**src/rtl/clkgen_pkg.sv**
```systemverilog
// Shared constants for the fractional clock-enable generator: debt limit helper
// and the default freq/fref ratios used by the board timing channels.
package clkgen_pkg;

  function automatic int max_debt(input int debt_w);
    return (1 << debt_w) - 1;
  endfunction

  // CPU 3.5 MHz from a 25 MHz clock
  localparam int CPU_FREQ  = 35;
  localparam int CPU_FREF  = 250;
  // AY 1.75 MHz from the same clock
  localparam int AY_FREQ   = 7;
  localparam int AY_FREF   = 100;
  // tape sampling at 44.1 kHz against the 3.5 MHz CPU rate
  localparam int TAPE_FREQ = 441;
  localparam int TAPE_FREF = 35000;

endpackage

```
**src/rtl/clkgen_chan.sv**
```systemverilog
// One fractional enable channel: Bresenham accumulator, deferred-tick debt with
// one-pulse-per-cycle catch-up, and a sticky flag for ticks lost on saturation.
module clkgen_chan
  import clkgen_pkg::*;
#(
  parameter int WIDTH  = 16,
  parameter int DEBT_W = 4
) (
  input  logic              clock,
  input  logic              reset_n,
  input  logic              active,
  input  logic [WIDTH-1:0]  freq,
  input  logic [WIDTH-1:0]  fref,
  input  logic              wait_req,
  input  logic              clr_lost,
  output logic              hold,
  output logic [DEBT_W-1:0] debt,
  output logic              lost
);

  localparam logic [DEBT_W-1:0] DEBT_MAX = DEBT_W'(max_debt(DEBT_W));

  logic [WIDTH-1:0]  acc;
  logic [WIDTH-1:0]  acc_next;
  logic [WIDTH:0]    sum;
  logic              tick;
  logic              issue;
  logic              lost_set;
  logic [DEBT_W-1:0] debt_next;

  always_comb begin
    sum      = {1'b0, acc} + {1'b0, freq};
    tick     = 1'b0;
    acc_next = acc;
    if (fref == '0 || freq == '0) begin
      acc_next = '0;
    end else if (acc >= fref) begin
      // ratio was reprogrammed below the current phase: restart silently
      acc_next = '0;
    end else if (freq >= fref) begin
      tick     = 1'b1;
      acc_next = '0;
    end else if (sum >= {1'b0, fref}) begin
      tick     = 1'b1;
      acc_next = WIDTH'(sum - {1'b0, fref});
    end else begin
      acc_next = sum[WIDTH-1:0];
    end
  end

  always_comb begin
    issue     = ~wait_req & (tick | (debt != '0));
    debt_next = debt;
    lost_set  = 1'b0;
    if (tick && !issue) begin
      if (debt == DEBT_MAX) lost_set  = 1'b1;
      else                  debt_next = debt + 1'b1;
    end else if (!tick && issue) begin
      debt_next = debt - 1'b1;
    end
  end

  always_ff @(posedge clock) begin
    if (!reset_n) begin
      acc  <= '0;
      debt <= '0;
      hold <= 1'b0;
      lost <= 1'b0;
    end else if (!active) begin
      acc  <= '0;
      debt <= '0;
      hold <= 1'b0;
      if (clr_lost) lost <= 1'b0;
    end else begin
      acc  <= acc_next;
      debt <= debt_next;
      hold <= issue;
      // a drop in the same cycle as a clear must stay visible
      if (lost_set)      lost <= 1'b1;
      else if (clr_lost) lost <= 1'b0;
    end
  end

endmodule

```
**src/rtl/clkgen_frac.sv**
```systemverilog
// N-channel fractional clock-enable generator; each channel is an independent
// clkgen_chan, this level only unpacks the per-channel buses.
module clkgen_frac
  import clkgen_pkg::*;
#(
  parameter int CHANNELS = 2,
  parameter int WIDTH    = 16,
  parameter int DEBT_W   = 4
) (
  input  logic                       clock,
  input  logic                       reset_n,
  input  logic [CHANNELS-1:0]        active,
  input  logic [CHANNELS*WIDTH-1:0]  freq,
  input  logic [CHANNELS*WIDTH-1:0]  fref,
  input  logic [CHANNELS-1:0]        wait_req,
  input  logic [CHANNELS-1:0]        clr_lost,
  output logic [CHANNELS-1:0]        hold,
  output logic [CHANNELS*DEBT_W-1:0] debt,
  output logic [CHANNELS-1:0]        lost
);

  for (genvar i = 0; i < CHANNELS; i++) begin : g_chan
    clkgen_chan #(
      .WIDTH  (WIDTH),
      .DEBT_W (DEBT_W)
    ) u_chan (
      .clock    (clock),
      .reset_n  (reset_n),
      .active   (active[i]),
      .freq     (freq[i*WIDTH +: WIDTH]),
      .fref     (fref[i*WIDTH +: WIDTH]),
      .wait_req (wait_req[i]),
      .clr_lost (clr_lost[i]),
      .hold     (hold[i]),
      .debt     (debt[i*DEBT_W +: DEBT_W]),
      .lost     (lost[i])
    );
  end

endmodule

```
**config.mk**
```make
export PLATFORM = sky130hd
export DESIGN_NAME = clkgen_frac
export DESIGN_NICKNAME = d
export VERILOG_FILES = /design/src/rtl/clkgen_pkg.sv /design/src/rtl/clkgen_chan.sv /design/src/rtl/clkgen_frac.sv
export SDC_FILE = /design/constraint.sdc
export NUM_CORES = 1
export LEC_CHECK = 0
export CORE_MARGIN = 3
export CORE_UTILIZATION = 58
export DETAILED_ROUTE_END_ITERATION = 8
export GPL_TIMING_DRIVEN = 1
export HOLD_SLACK_MARGIN = 0.12
export PLACE_DENSITY_LB_ADDON = 0.05
export SLEW_MARGIN = 5
export SYNTH_ARGS = -nofsm -noshare
export SYNTH_HDL_FRONTEND = slang
export SYNTH_SLANG_ARGS = --single-unit
```
**constraint.sdc**
```tcl
create_clock -name clock -period 6.5 [get_ports clock]
set_input_delay 0.975 -clock clock [delete_from_list [all_inputs] [get_ports clock]]
set_output_delay 0.975 -clock clock [all_outputs]
set_load 0.02 [all_outputs]
```
### Word level (Yosys, flattened, before mapping)

Cells that the tools add are included.

* divide/modulo/power cells: 0
* eq/ne operators: 4
* $add $sub $neg: 8
* bitwise logic cells: 9
* muxes and demuxes: 26
* shift-type cells: 0
* multiply operators: 0
* order comparisons: 6
* reductions and logical operators: 24

Operators with widths (count)
* >= comparator 16 bit: 4
* zero test 16 bit: 4
* adder 16 x 16 -> 17 bit: 2
* >= comparator 17 x 16 -> 1 bit: 2
* two-way mux 16 bit: 2
* subtractor 16 bit: 2
* two-way mux 4 bit: 6
* two-way mux 1 bit: 18
* OR reduction 5 bit: 2
* adder 4 x 1 -> 4 bit (second input constant): 2
* == test 4 bit (second input constant): 2
* AND reduction 2 bit: 4
* nonzero test 4 bit: 2
* subtractor 4 x 1 -> 4 bit (second input constant): 2
* inverter 1 bit: 5
* logical AND 1 bit: 4
* zero test 1 bit: 4
* inequality test 2 bit (second input constant): 2
* nonzero test 2 bit: 2
* bitwise AND 1 bit: 2
* logical OR 1 bit: 2
* bitwise OR 1 bit: 2

* input port bits: 72
* word-level logic and storage cells: 85
* ROM bits: 0
* latch bits: 0
* output and inout port bits: 12
* register bits after elaboration: 44
* memories kept: 0
* RAM bits: 0

### Depth between registers and ports, before layout

* depth after elaboration: 13
* depth in mapped cells: 26
* mapped depth without buffers: 25

### Cells and area by module

A second synthesis with hierarchy kept.

* cell total of the unflattened synthesis: 803
* area total of the unflattened synthesis: 6462.4 um^2

Modules (own cells, without submodules)
* clkgen_chan (g_chan[1].u_chan): cells each 397, times used 1, seq. area each 440.4 um^2, area each 3233.1 um^2
* clkgen_chan (g_chan[0].u_chan): cells each 406, times used 1, seq. area each 440.4 um^2, area each 3229.3 um^2

### Least setup slack after synthesis

OpenSTA, ideal clock, no wires.

* path kind: in2reg
* start point: input port freq[0]
* end point: register g_chan[0].u_chan.debt[3]
* stages on the path: 25
* data required time: 6.378 ns
* buffers on the path: 1
* path slack: 0.881 ns
* arrival time: 5.497 ns
* path through: ha_1 fa_1 a21oi_1 o2111ai_1 a21o_1 a21oi_1 o21ai_0 xor2_1 ha_1 a211oi_1 o21bai_2 nor2_1 a221o_1 and3_1 buf_2 nand2_1 nand3_1 ha_1 a21o_1 a21oi_1 nand2_1 nand4b_1 o22ai_1 o21ai_0 nor3b_1

* word-level cells in the longest chain between the ends: 12
* elaborated cells between the ends (all ways): 19

Ends and longest elaborated chain
* from (decl): line clkgen_frac.sv:13 `input logic [CHANNELS*WIDTH-1:0] freq,`
* adder 16 x 16 -> 17 bit: line clkgen_chan.sv:32 `sum = {1'b0, acc} + {1'b0, freq};`
* >= comparator 17 x 16 -> 1 bit: line clkgen_chan.sv:43 `end else if (sum >= {1'b0, fref}) begin`
* two-way mux 1 bit: line clkgen_chan.sv:43
* two-way mux 1 bit: line clkgen_chan.sv:40 `end else if (freq >= fref) begin`
* two-way mux 1 bit: line clkgen_chan.sv:37 `end else if (acc >= fref) begin`
* two-way mux 1 bit (*): line clkgen_chan.sv:35 `if (fref == '0 || freq == '0) begin`
* bitwise OR 1 bit: line clkgen_chan.sv:52 `issue = ~wait_req & (tick | (debt != '0));`
* bitwise AND 1 bit: line clkgen_chan.sv:52
* zero test 1 bit: line clkgen_chan.sv:55 `if (tick && !issue) begin`
* logical AND 1 bit: line clkgen_chan.sv:55
* inequality test 2 bit (no line) or nonzero test 2 bit (tied branches)
* AND reduction 2 bit (no line)
* to (signal assigned): line clkgen_chan.sv:76 `debt <= debt_next;`
* to (decl): line clkgen_chan.sv:17 `output logic [DEBT_W-1:0] debt,`

Mark *: on every way between the ends. The rest lies on a longest branch, timed or not.
A chain may end at the register's enable or synchronous reset.

### Final worst setup path

Ends and elaborated chain as after synthesis.

==> results.md <==
* Core area at 10,890 µm²
* Fillers at 902
* Critical path launch point type: input pin
* CTS buffer count at 5
* Setup crit end kind: register
* Mapped Nets at 1,028
* Leak at 3.535 nW
* RR Startpoint: g_chan[0].u_chan.acc[0]
* Vias in the first global route at 6,280
* DRC at 0
* Post-synthesis compound-gate area fraction at 0.2624
* Worst slew margin at 0.5451
* Avg Inst Size Synth at 7.951 µm²
* Worst R2R End: g_chan[0].u_chan.debt[3]
* DP Cell Count at 1,028
* Max Clock Freq at 161.4 MHz
* Overall power at 2.586 mW
* Clk_lat worst skew at 0.30 ns
* Row count at 38
* I/O pin cnt at 84
* Initial Util at 0.5973
* Final setup violation count at 0
* Flop-to-flop setup slack at 1.15 ns
* Worst Hold End: g_chan[1].u_chan.lost
* TritonRoute pass-1 iters at 7
* Setup CP Type: in -> reg
* Clk slew on worst S/H paths at 0.09 ns
* R2R cell count at 24
* Die X at 111.9 µm
* Clk sinks at 44
* Mapped Cells at 818
* XOR/XNOR Fraction of Synth Area at 0.07003
* GR Overflow Total at 0
* Mux contribution to synthesized area at 0.01231
* Slew @ Worst Pin at 0.6803 ns
* Clk buf depth at 2
* PostCTS Resize Cnt at 0
* Cell taking the most area after synthesis: ha_1
* Final clock skew at 0.01008 ns
* GPL Wtd Cong at 0.9928
* Grt met3 use at 0.02935
* ANT nets after route at 0
* Buf/Inv on CP at 1
* Vias per cell at 6.221
* Largest stage delay, worst path at 0.45 ns
* Min-delay src: g_chan[1].u_chan.lost
* Cell Area, Synth at 6504 µm²
* Met1 Use GR at 0.3412
* Power Density at 343.9 nW/µm²
* Nets at 1,105
* Largest family of logic cells by synthesized area: adder cells
* Sequential area share after synthesis at 0.1354
* Tcrit/Tclk final at 0.9534
* Postcts setup bufs at 0
* Final hold vios at 0
* Yosys cell types at 76
* Status: complete, no violations
* Unrepaired setup endpoints after global routing: no
* CTS tree: done
* GR Util met2 at 0.4768
* Routed WL at 17.67 mm
* Largest net degree at the start of global routing at 27
* Hold buffer count at cts at 0
* Area Overhead vs Synth at 15.62%
* Initial antenna violation count at 0
* Max VDD drop at 0.2760 mV
* Top FF cell, synth: dfxtp_1
* Hold path depth at 2
* Routed len/inst at 17.10 µm
* Die H at 111.9 µm
* Gr usage total at 0.2746
* Final min period at 6.197 ns
* CP max stage cell: clkdlybuf4s50_1
* Adder-Cell Fraction of Synth Area at 0.2724
* Simple-gate share of the synthesized area at 0.2007
* Worst-path fanout max at 6
* Root Driver: clkbuf_8
* Post-synth EDFFs at 0
* Final cell count without fillers at 1,033
* Die area at 12,520 µm²
* Post-synthesis register bit count at 44
* CP delay by family, top: compound AO/OA/AOI/OAI gates
* H-tree Lvls at 2
* Worst Path Arrival at 6.39 ns
* Dpl hpwl at 14.88 mm
* WP data required at 6.70 ns
* Slew Viols, Final at 0
* Total number of vias at 6,426
* Leading post-synthesis cells by cell area: ha_1 25%, dfxtp_1 14%, a21oi_1 5.7%
* Max_cap viols at 0
* Busiest grt layer: met2
* # diodes at 0
* Quantity of I/O buffers inserted on ports at 83
* Worst hold path type: reg -> reg
* Drt first-iter violations at 273
* Yosys warning count at 0
* Layout cells sized above 1 at 0.03807
* Post-synth top area share at 0.2539
* Global-route wire length before repair at 28.98 mm
* Async S/R FF share, synth at 0
## metrics by stage
step	utilization	area, µm²	hold WS (ns)	TNS [ns]	setup slack (ns)
finish	0.6906	7520	0.5010	0	0.3028
global route	0.6906	7520	0.5230	0	0.01039
CTS	0.6885	7496	0.5032	0	0.2080
detailed placement	0.6821	7427	0.4888	-0.08723	-0.08723
global placement	0.6821	7427	0.4935	0	0.2179
floorplan	-	6504	0.4565	0	0.8809
## synth_stat cells (all sizes together), types with 17 or more instances
master    n
xnor2    36
a211oi   17
nand2    52
dfxtp    44
a21o     33
nor3     21
inv      55
o21ai    43
a21oi    75
ha      132
nand4    17
nor4     21
nor2     79
## metal layers
metal | routed length (µm) | vias up | part of all wire
met3 | 932 | 50 | 0.053
li1 | - | 3205 | -
met1 | 7557 | 2926 | 0.43
met2 | 8409 | 245 | 0.48
met5 | 0 | - | 0
met4 | 766 | 0 | 0.043
## cells by family after synthesis
group,after synthesis
xor+xnor,52
fa+ha+maj,138
buf+inv,70
flops,44
compound gates,246
mux,8
simple gates,260
## area by class of cell
class | count | area (µm²) | area share
clock buffers | 5 | 68.82 | 0.009151
flip-flops and latches | 44 | 880.8 | 0.1171
well taps | 140 | 175.2 | 0.02329
inverters | 55 | 206.4 | 0.02745
multi-input cells | 704 | 5343 | 0.7105
repair buffers | 85 | 845.8 | 0.1125
## registers in the layout, summed over array words and instances (netlist names)
signal	count
g_chan.u_chan.hold	2
g_chan.u_chan.debt	8
g_chan.u_chan.lost	2
g_chan.u_chan.acc	32
## how the worst max path moves through the flow
stage / slack (ns) / endpoint / cells after the start / start
floorplan: 0.88 / g_chan[0].u_chan.debt[3] / 25 / freq[0]
global placement: 0.22 / g_chan[0].u_chan.debt[3] / 25 / freq[0]
detailed placement: -0.09 / g_chan[0].u_chan.debt[3] / 25 / freq[0]
CTS: 0.21 / g_chan[0].u_chan.debt[3] / 24 / freq[6]
global route: 0.01 / g_chan[0].u_chan.debt[3] / 25 / freq[0]
finish: 0.30 / g_chan[0].u_chan.debt[3] / 25 / freq[0]
## worst register-to-register path, delay by kind of cell (launching register included)
family,cells,cell delay [ns]
xor gates and xnor gates,1,0.19
AOI/OAI and AO/OA,11,1.89
and+or+nand+nor,8,1.48
DFF,1,0.32
adders and majority gates,4,1.38
## report_power, final
| part | internal (mW) | switching [mW] |
|---|---|---|
| registers | 0.331 | 0.0531 |
| logic | 0.883 | 1.16 |
| clock network | 0.0695 | 0.0925 |
## placed cells by master, fill, tap and decap left out, types with 6 or more instances in the layout
cell	netlist	layout
a211oi_1	15	15
a21o_1	33	33
a21oi_1	74	72
and3_1	9	9
clkdlybuf4s50_1	0	83
dfxtp_1	44	44
fa_1	6	6
ha_1	132	131
inv_1	55	55
mux2i_1	8	8
nand2_1	52	52
nand2b_1	9	9
nand3_1	13	13
nand4_1	17	17
nor2_1	79	79
nor2b_1	6	6
nor3_1	20	20
nor4_1	21	20
o211ai_1	6	6
o21a_1	8	8
o21ai_0	32	32
o21ai_1	10	10
o31ai_1	6	6
or3_1	8	8
xnor2_1	36	36
xor2_1	16	16
Power figures use the tool's default switching activity.
